$ cat src/rtl/ext_val_update_ctrl.sv
// Read-modify-write sequencer for the flow extreme-value feature cache; clears the cache on reset.
// Build option EXT_VAL_VEC_HIST_EN: the vector becomes an oldest-out byte-shift size history.
module ext_val_update_ctrl #(
   parameter int unsigned ADDR_W = 12,
   parameter int unsigned VEC_W  = 160
) (
   input  logic                clk,
   input  logic                rst_n,
   input  logic                pkt_v,
   output logic                pkt_rdy,
   input  logic [ADDR_W-1:0]   pkt_flow_id,
   input  logic [7:0]          pkt_size,
   input  logic [7:0]          pkt_arit,
   input  logic                pkt_first,
   output logic                rd_mem,
   output logic [ADDR_W-1:0]   rd_addr,
   input  logic [7:0]          c_max_pkt_size,
   input  logic [7:0]          c_min_pkt_size,
   input  logic [7:0]          c_max_pkt_arit,
   input  logic [7:0]          c_min_pkt_arit,
   input  logic [VEC_W-1:0]    c_vec_feature,
   input  logic                c_rd_data_v,
   output logic [ADDR_W-1:0]   wr_addr,
   output logic [VEC_W+31:0]   wr_data,
   output logic                wea,
   output logic                upd_v,
   output logic [ADDR_W-1:0]   upd_flow_id,
   output logic [VEC_W+31:0]   upd_data,
   output logic                init_done,
   output logic                err_sync
);

   localparam int unsigned WordW = VEC_W + 32;
   localparam logic [ADDR_W:0] ClrEnd = {1'b1, {ADDR_W{1'b0}}};

   typedef enum logic {StInit, StRun} state_e;

   state_e              state_q, state_d;
   logic [ADDR_W:0]     clr_cnt_q, clr_cnt_d;
   logic                wea_q, wea_d;
   logic [ADDR_W-1:0]   wr_addr_q, wr_addr_d;
   logic [WordW-1:0]    wr_data_q, wr_data_d;
   logic                err_q, err_d;

   logic                s1_v_q, s2_v_q;
   logic [ADDR_W-1:0]   s1_flow_q, s2_flow_q;
   logic [7:0]          s1_size_q, s2_size_q;
   logic [7:0]          s1_arit_q, s2_arit_q;
   logic                s1_first_q, s2_first_q;

   logic                run;
   logic                hazard;
   logic                accept;
   logic [7:0]          mx_size, mn_size, mx_arit, mn_arit;
   logic [VEC_W-1:0]    vec_new;
   logic [WordW-1:0]    merge_word;

   assign run = (state_q == StRun);

   // The write register doubles as stage S3, so its address covers the third hazard slot.
   assign hazard = (s1_v_q && (s1_flow_q == pkt_flow_id)) ||
                   (s2_v_q && (s2_flow_q == pkt_flow_id)) ||
                   (wea_q && run && (wr_addr_q == pkt_flow_id));

   assign pkt_rdy = run & ~hazard;
   assign accept  = pkt_v & pkt_rdy;
   assign rd_mem  = accept;
   assign rd_addr = accept ? pkt_flow_id : '0;

   always_comb begin
      mx_size = s2_size_q;
      mn_size = s2_size_q;
      mx_arit = 8'h00;
      mn_arit = 8'hFF;
      vec_new = '0;
      if (s2_first_q) begin
`ifdef EXT_VAL_VEC_HIST_EN
         vec_new = VEC_W'(s2_size_q);
`else
         vec_new = '0;
`endif
      end else begin
         mx_size = (c_max_pkt_size > s2_size_q) ? c_max_pkt_size : s2_size_q;
         mn_size = (c_min_pkt_size < s2_size_q) ? c_min_pkt_size : s2_size_q;
         mx_arit = (c_max_pkt_arit > s2_arit_q) ? c_max_pkt_arit : s2_arit_q;
         mn_arit = (c_min_pkt_arit < s2_arit_q) ? c_min_pkt_arit : s2_arit_q;
`ifdef EXT_VAL_VEC_HIST_EN
         vec_new = (c_vec_feature << 8) | VEC_W'(s2_size_q);
`else
         vec_new = c_vec_feature;
`endif
      end
   end

   assign merge_word = {vec_new, mx_size, mn_size, mx_arit, mn_arit};

   always_comb begin
      state_d   = state_q;
      clr_cnt_d = clr_cnt_q;
      wea_d     = 1'b0;
      wr_addr_d = '0;
      wr_data_d = '0;
      unique case (state_q)
         StInit: begin
            if (clr_cnt_q == ClrEnd) begin
               state_d = StRun;
            end else begin
               wea_d     = 1'b1;
               wr_addr_d = clr_cnt_q[ADDR_W-1:0];
               clr_cnt_d = clr_cnt_q + 1'b1;
            end
         end
         StRun: begin
            wea_d     = s2_v_q;
            wr_addr_d = s2_flow_q;
            wr_data_d = merge_word;
         end
      endcase
   end

   // Merge still proceeds on a misaligned read; the flag only records it.
   assign err_d = err_q | (s2_v_q != c_rd_data_v);

   always_ff @(posedge clk or negedge rst_n) begin
      if (!rst_n) begin
         state_q   <= StInit;
         clr_cnt_q <= '0;
         wea_q     <= 1'b0;
         wr_addr_q <= '0;
         wr_data_q <= '0;
         err_q     <= 1'b0;
      end else begin
         state_q   <= state_d;
         clr_cnt_q <= clr_cnt_d;
         wea_q     <= wea_d;
         wr_addr_q <= wr_addr_d;
         wr_data_q <= wr_data_d;
         err_q     <= err_d;
      end
   end

   always_ff @(posedge clk or negedge rst_n) begin
      if (!rst_n) begin
         s1_v_q     <= 1'b0;
         s1_flow_q  <= '0;
         s1_size_q  <= '0;
         s1_arit_q  <= '0;
         s1_first_q <= 1'b0;
         s2_v_q     <= 1'b0;
         s2_flow_q  <= '0;
         s2_size_q  <= '0;
         s2_arit_q  <= '0;
         s2_first_q <= 1'b0;
      end else begin
         s1_v_q     <= accept;
         s1_flow_q  <= pkt_flow_id;
         s1_size_q  <= pkt_size;
         s1_arit_q  <= pkt_arit;
         s1_first_q <= pkt_first;
         s2_v_q     <= s1_v_q;
         s2_flow_q  <= s1_flow_q;
         s2_size_q  <= s1_size_q;
         s2_arit_q  <= s1_arit_q;
         s2_first_q <= s1_first_q;
      end
   end

   assign wea         = wea_q;
   assign wr_addr     = wr_addr_q;
   assign wr_data     = wr_data_q;
   assign upd_v       = wea_q & run;
   assign upd_flow_id = wr_addr_q;
   assign upd_data    = wr_data_q;
   assign init_done   = run;
   assign err_sync    = err_q;

endmodule

$ cat config.mk
export PLATFORM = sky130hd
export DESIGN_NAME = ext_val_update_ctrl
export DESIGN_NICKNAME = d
export VERILOG_FILES = /design/src/rtl/ext_val_update_ctrl.sv
export SDC_FILE = /design/constraint.sdc
export NUM_CORES = 1
export LEC_CHECK = 0
export BUFFER_PORTS_ARGS = -buffer_cell sky130_fd_sc_hd__buf_4
export CAP_MARGIN = 10
export CORE_AREA = 2 2 257 259
export DETAILED_ROUTE_END_ITERATION = 12
export DIE_AREA = 0 0 259 261
export GPL_ROUTABILITY_DRIVEN = 0
export MAX_ROUTING_LAYER = met4
export PLACE_DENSITY_LB_ADDON = 0.05
export SKIP_CTS_REPAIR_TIMING = 1
export SKIP_LAST_GASP = 1
export SLEW_MARGIN = 0
export SYNTH_ARGS = -nofsm -noshare
export SYNTH_HDL_FRONTEND = slang
export SYNTH_SLANG_ARGS = --single-unit
$ cat constraint.sdc
create_clock -name clk -period 2.7 [get_ports clk]
set_clock_uncertainty 0.1 [all_clocks]
set_input_delay 0.135 -clock clk [delete_from_list [all_inputs] [get_ports clk]]
set_output_delay 0.135 -clock clk [all_outputs]
set_load 0.05 [all_outputs]
# Word level (Yosys, flattened, before mapping)
# Cells that the tools add are included.
[totals]
in_bits = 225
reg_bits = 280
out_inout_bits = 426
word_cells = 57
[op_classes]
bitwise = 7
order_cmp = 4
eq_ne = 5
mux = 17
addsub = 1
n_reduce_logical = 7
[op_table]
columns = ["cell", "count"]
rows = [
  ["$mux 192", 1],
  ["$mux 160", 1],
  ["$mux 8", 8],
  ["$eq 12x12->1", 3],
  ["$mux 12", 2],
  ["$pmux 12 s2", 1],
  ["$gt 8x8->1", 2],
  ["$lt 8x8->1", 2],
  ["$add 13x1->13 const B", 1],
  ["$eq 13x13->1 const B", 1],
  ["$logic_and 1x1->1", 4],
  ["$and 1x1->1", 3],
  ["$mux 1", 3],
  ["$not 1->1", 3],
  ["$logic_or 1x1->1", 2],
  ["$pmux 1 s2", 1],
  ["$reduce_and 2->1", 1],
  ["$ne 1x1->1", 1],
  ["$or 1x1->1", 1],
]

# Depth between registers and ports, before layout
# Gate-level depths: netlist of the first run.
[logic_depth]
word_depth = 8
mapped_depth = 8
ltp_nobuf = 7

# Worst setup path before layout of the first run
# OpenSTA, ideal clock, no wires.
[synth_timing]
path_type = "register to output"
from = "register state_q (netlist: init_done)"
to = "output pkt_rdy"
stages_incl_launch_ff = 4
arrival_ns = 2.917
path_slack_ns = -0.452
n_path_buf = 2
path_cell_list = "dfrtp_1 > buf_2 > buf_1 > nor4b_1"
[synth_between]
elab_chain_len = 5
[synth_rtl]
columns = ["element", "line_no", "source"]
rows = [
  ["from (decl)", "38", "state_e state_q, state_d;"],
  ["from (signal assigned)", "126", "state_q <= StInit;"],
  ["from (signal assigned)", "133", "state_q <= state_d;"],
  ["$logic_and 1x1->1 (2 in series)", "63", "(wea_q && run && (wr_addr_q == pkt_flow_id));"],
  ["$logic_or 1x1->1", "62", "(s2_v_q && (s2_flow_q == pkt_flow_id)) ||"],
  ["$not 1->1", "65", "assign pkt_rdy = run & ~hazard;"],
  ["$and 1x1->1 *", "65", ""],
  ["to (decl)", "10", "output logic pkt_rdy,"],
]
# Every way passes the cells marked *; elsewhere a longest branch is shown, timed or not.

# Worst setup path in the final report of the first run
[layout_timing]
from = "register wr_addr_q[8] (netlist: upd_flow_id[8])"
to = "output rd_addr[3]"
[layout_between]
elab_chain_len = 7
[layout_rtl]
columns = ["element", "line_no", "source"]
rows = [
  ["from (decl)", "41", "logic [ADDR_W-1:0] wr_addr_q, wr_addr_d;"],
  ["from (signal assigned)", "136", "wr_addr_q <= wr_addr_d;"],
  ["$eq 12x12->1", "63", ""],
  ["$logic_and 1x1->1", "63", ""],
  ["$logic_or 1x1->1", "62", ""],
  ["$not 1->1", "65", ""],
  ["$and 1x1->1", "65", ""],
  ["$and 1x1->1", "66", "assign accept = pkt_v & pkt_rdy;"],
  ["$mux 12", "68", "assign rd_addr = accept ? pkt_flow_id : '0;"],
  ["to (decl)", "16", "output logic [ADDR_W-1:0] rd_addr,"],
]
# No other way between the ends.

==> out/results.txt, run 1 <==
Initial DRC Count - 285
Number of global-route vias before repair - 8,664
Global route overflow - 0
Max-slew violation count - 0
Fmax - 391 MHz
Post-Syn Nets - 1,228
Crit path DAT - 2.32 ns
CP Launch Type - flop
WL final - 47.0 mm
Pin count of the biggest net entering global routing - 63
Cell variety after synth - 44
Max clock buf depth - 3
Synth Flop Type - dfrtp_1
Post-Syn Area - 11,900 µm²
Initial DRT Pass Iterations - 4
CTS sink count - 280
Hold crit path type - in -> async
Site row count - 94
Post-DRT Antenna Nets - 0
Post-route setup slack - 0.142 ns
Final #Nets - 1,927
DP HPWL - 36.7 mm
Register area - 7010 µm²
Core Region - 65,000 µm²
Die ar. - 67,600 µm²
Final Hold Viols - 0
Kind of critical path - reg -> out
Seq/Total Area, Yosys - 59.0%
Root buffer cell - clkbuf_16
Total GRT Usage - 13.5%
Fin crit period - 2.56 ns
H-Tree Level Count - 2
RSZ-0062 raised after global routing - false
Worst-Skew Late Latency - 0.55 ns
Worst vdd ir - 0.323 mV
Via count - 9,113
Leak pwr - 10.2 nW
CTS tree - yes
Vias per cell - 3.55
Max_slew headroom - 60.3%
Run status - finished, final reports clean
# fillers - 6,727
Initial core utilization - 18.2%
Top cells by area, synth - dfrtp_1 (59%), buf_4 (13%), and2_1 (9.1%)
IO Pins - 651
Cell area power density - 507 nW/µm²
Leading area contributor after synthesis - dfrtp_1
Final Core Density - 30.6%
Top-count cell post-synth - dfrtp_1
Initial antenna violation count - 5
Multi-input logic area - 3180 µm²
Max-cap violations - 0
Top cell type's share of synthesized area - 59.0%
Die width - 259 µm
Final routed DRC violation total - 0
WL/cell - 18.3 µm
Final setup viols - 0
Synthesized area per cell - 12.2 µm²
Synthesis Warnings - 0
Layout area overhead - 67.4%
Req. time, crit path - 2.47 ns
CTS clock-pin slew for the worst setup and hold paths - 0.05 ns
Synthesized flop and latch total - 280
Cells after Synth - 971
Final period util - 94.8%
CP Max Fanout - 14
Synth async-reset ratio - 100%
Post-synth EDFFs - 0
Worst Hold Slack - 0.0253 ns
Port Buf Inserts - 650
DIE HEIGHT - 261 µm
First-pass GRT wire length - 63.6 mm
Worst Tran Pin Value - 0.596 ns
Endpoint class of the critical path - primary output
Post-synth top cells - dfrtp_1 (280), buf_4 (205), and2_1 (173)
Share of layout cells above drive strength 1 - 43.9%
Number of buffers created by CTS - 39
Setup WS pre-CTS - 0.0977 ns
-- path summary, 6_finish.rpt --
kind	startpoint	endpoint	slack (ns)	cells past startpoint
worst max-delay path	upd_flow_id[8]	rd_addr[3]	0.14	7
worst max register to register	s2_size_q[1]	upd_data[23]	0.38	8
worst min register to register	s1_size_q[0]	s2_size_q[0]	0.24	0
max in group asynchronous	rst_n	clr_cnt_q[4]	1.56	3
min in group clk	pkt_size[5]	s1_size_q[5]	0.14	2
worst min-delay path	rst_n	upd_data[60]	0.03	2
-- final cells by class --
type,count,area share [%]
timing repair buffer,890,36.8
sequential,280,35.3
multi-input combinational,438,16.0
clock buffer,57,5.60
tap,864,5.44
clock inverter,10,0.460
inverter,21,0.397
antenna,5,0.0630
-- stage by stage --
step | setup TNS [ns] | area, µm² | std cells | total power, mW
CTS | -6.56 | 17600 | 2335 | 10.0
detailed placement | 0 | 16400 | 2268 | 4.97
finish | 0 | 19900 | 2565 | 10.1
global placement | 0 | 16400 | 2268 | 4.97
floorplan | 0 | 11900 | 971 | 4.52
global route | 0 | 19900 | 2565 | 10.6
-- layout by cell type (no fill, tap or decap), drive strengths merged, types with 3 or more instances in the layout --
master / count
a21boi: 16
a21o: 4
a21oi: 8
and2: 173
and3: 6
buf: 666
clkbuf: 57
clkinv: 4
dfrtp: 280
diode: 5
dlygate4sd3: 224
ha: 32
inv: 24
mux2: 9
mux2i: 24
nand2: 42
nand3: 18
nand4: 9
nor2: 5
nor4: 5
nor4b: 3
o21ai: 18
xnor2: 48
-- kinds of logic after synthesis --
group | count (synthesis) | share of synthesized area [%]
AOI/OAI and AO/OA | 56 | 3.15
adders and majority gates | 32 | 3.37
buffers and inverters | 253 | 14.6
xor gates and xnor gates | 49 | 3.62
muxes | 33 | 2.88
DFF | 280 | 59.0
and+or+nand+nor | 268 | 13.4
-- routing by layer --
metal | up-vias | global-route usage, % | wire length, µm
met5 | - | - | 0
met4 | 0 | 3.26 | 832
met3 | 60 | 3.65 | 2580
met2 | 350 | 23.8 | 24800
met1 | 4384 | 15.0 | 18800
li1 | 4319 | - | -
-- where the power goes --
part	internal (mW)	switching, mW	total [mW]
clock network	2.95	1.96	4.91
registers	4.24	0.0261	4.27
logic	0.535	0.360	0.894
-- flip-flops by register name, indices dropped and copies added, names as in the netlist --
name,flops
wea,1
upd_data,192
clr_cnt_q,13
s1_flow_q,12
s2_size_q,8
s2_first_q,1
s2_flow_q,12
upd_flow_id,12
s1_v_q,1
s1_size_q,8
s1_first_q,1
s2_v_q,1
s2_arit_q,8
err_sync,1
s1_arit_q,8
init_done,1
-- critical path, stage by stage (launching register included) --
cell     delay [ns]
dfrtp_1        0.41
xnor2_1        0.22
nand3_1        0.16
nor4_4         0.40
nor4_4         0.07
buf_12         0.16
and2_1         0.16
buf_4          0.19
Note: power is estimated with default switching activity, not from simulation.
==> run 2, diff against run 1 <==
--- a/config.mk
+++ b/config.mk
@@ -7,9 +7,9 @@
 export LEC_CHECK = 0
 export BUFFER_PORTS_ARGS = -buffer_cell sky130_fd_sc_hd__buf_4
 export CAP_MARGIN = 10
-export CORE_AREA = 2 2 257 259
+export CORE_AREA = 2 2 256 258
 export DETAILED_ROUTE_END_ITERATION = 12
-export DIE_AREA = 0 0 259 261
+export DIE_AREA = 0 0 258 260
 export GPL_ROUTABILITY_DRIVEN = 0
 export MAX_ROUTING_LAYER = met4
 export PLACE_DENSITY_LB_ADDON = 0.05
==> constraint.sdc (replaced) <==
create_clock -name clk -period 3 [get_ports clk]
set_clock_uncertainty 0.1 [all_clocks]
set_input_delay 0.15 -clock clk [delete_from_list [all_inputs] [get_ports clk]]
set_output_delay 0.15 -clock clk [all_outputs]
set_load 0.05 [all_outputs]
==> out/results.txt, run 2 (synthesis results as in run 1) <==
RSZ-0062 raised after global routing - false
DP HPWL - 38.3 mm
Hold crit path type - in -> async
Site row count - 93
Post-placement cell count - 2,258
Max_slew headroom - 59.2%
Worst Tran Pin Value - 0.611 ns
Most frequent cells in the layout - buf_4 (658), dfrtp_1 (279), dlygate4sd3_1 (224)
Leak pwr - 10.2 nW
Final routed DRC violation total - 0
Initial antenna violation count - 7
H-Tree Level Count - 2
Crit-path cells - xnor2_1, nand3_1, nor4_2, nor4_4, buf_4, and2_1, buf_4
Tot Pwr - 9.08 mW
Final setup viols - 0
Kind of critical path - reg -> out
Pin count of the biggest net entering global routing - 69
Vias per cell - 3.58
Layout area overhead - 67.0%
CP Launch Type - flop
Max FFs per register - 192
Port Buf Inserts - 650
Most common cell after layout, fill and taps aside - buf_4
CTS clock-pin slew for the worst setup and hold paths - 0.05 ns
Number of global-route vias before repair - 8,788
Max-slew violation count - 0
Post-DRT Antenna Nets - 0
Via count - 9,131
Run status - finished, final reports clean
Placed inst area - 16,400 µm²
Max clock buf depth - 3
Core Region - 64,100 µm²
Worst-Skew Late Latency - 0.54 ns
Crit path DAT - 2.47 ns
Total GRT Usage - 14.2%
WL final - 49.2 mm
CTS tree - yes
Share of layout cells above drive strength 1 - 43.9%
Fin crit period - 2.72 ns
CP Max Fanout - 8
CP most frequent cell - buf_4
DIE HEIGHT - 260 µm
First-pass GRT wire length - 66.3 mm
Number of buffers created by CTS - 37
Cell family with most CP delay - simple AND/OR/NAND/NOR gates
Root buffer cell - clkbuf_16
Die ar. - 67,100 µm²
Initial DRT Pass Iterations - 4
Design Area, Final - 19,800 µm²
Worst vdd ir - 0.315 mV
Cell area power density - 458 nW/µm²
WL/cell - 19.3 µm
Final period util - 90.8%
Initial DRC Count - 315
IO Pins - 651
Die width - 258 µm
CTS sink count - 280
Worst path slowest cell - nor4_2
Setup TNS - 0 ns
Max stage delay on crit path - 0.47 ns
Endpoint class of the critical path - primary output
Final #Nets - 1,923
Worst Hold Slack - 0.0953 ns
WP buf/inv - 2
Final Hold Viols - 0
Fmax - 367 MHz
Finished Layout Cells - 2,551
Initial core utilization - 18.5%
Req. time, crit path - 2.75 ns
Global route overflow - 0
Max-cap violations - 0
[run 2: cell count changes in the layout (fill, tap and decap cells not counted), sizes merged]
| cell | before | now |
|---|---|---|
| clkinv | 4 | 5 |
| buf | 666 | 664 |
| bufinv | 1 | 2 |
| inv | 24 | 22 |
| clkinvlp | 2 | 1 |
| clkbuf | 57 | 52 |
| diode | 5 | 8 |
[run 2: stage by stage]
| stage | util [%] | setup slack (ns) |
|---|---|---|
| 2_1_floorplan | - | 0.517 |
| 3_3_place_gp | 25.5 | 0.712 |
| 3_5_place_dp | 25.5 | 0.668 |
| 4_1_cts | 27.4 | 0.0286 |
| 5_1_grt | 30.9 | 0.133 |
| 6_report | 30.9 | 0.277 |
[run 2: path summary, 6_finish.rpt]
kind / startpoint / to / slack, ns / cells after the start
max: upd_flow_id[8] / rd_addr[8] / 0.28 / 7
min: rst_n / upd_flow_id[2] / 0.1 / 2
max reg2reg: s2_size_q[1] / upd_data[22] / 0.72 / 7
min reg2reg: s1_arit_q[6] / s2_arit_q[6] / 0.25 / 0
max in group asynchronous: rst_n / upd_data[150] / 1.93 / 3
min in group clk: pkt_size[7] / s1_size_q[7] / 0.16 / 2
[run 2: area by class of cell]
cell class / count / area [µm²]
diodes: 8 / 20.0
clock buffers: 52 / 1090
clock inverters: 9 / 101
fillers: 6652 / 44300
inverters: 21 / 78.8
multi-input cells: 438 / 3150
flip-flops and latches: 280 / 7010
well taps: 855 / 1070
repair buffers: 888 / 7300
[run 2: power by group]
group | switching (mW) | total (mW) | internal [mW] | leakage, nW
Clock | 1.74 | 4.44 | 2.70 | 0.591
Sequential | 0.0256 | 3.84 | 3.82 | 3.74
Combinational | 0.321 | 0.800 | 0.479 | 5.85
[run 2: per-layer routing]
metal	wire length [µm]	vias up	share of wire [%]	global-route usage, %
met2	26100	360	53	25.0
li1	-	4304	-	-
met4	1160	0	2.4	5.01
met3	2750	69	5.6	3.65
met1	19200	4398	39	15.5
met5	0	-	0	-
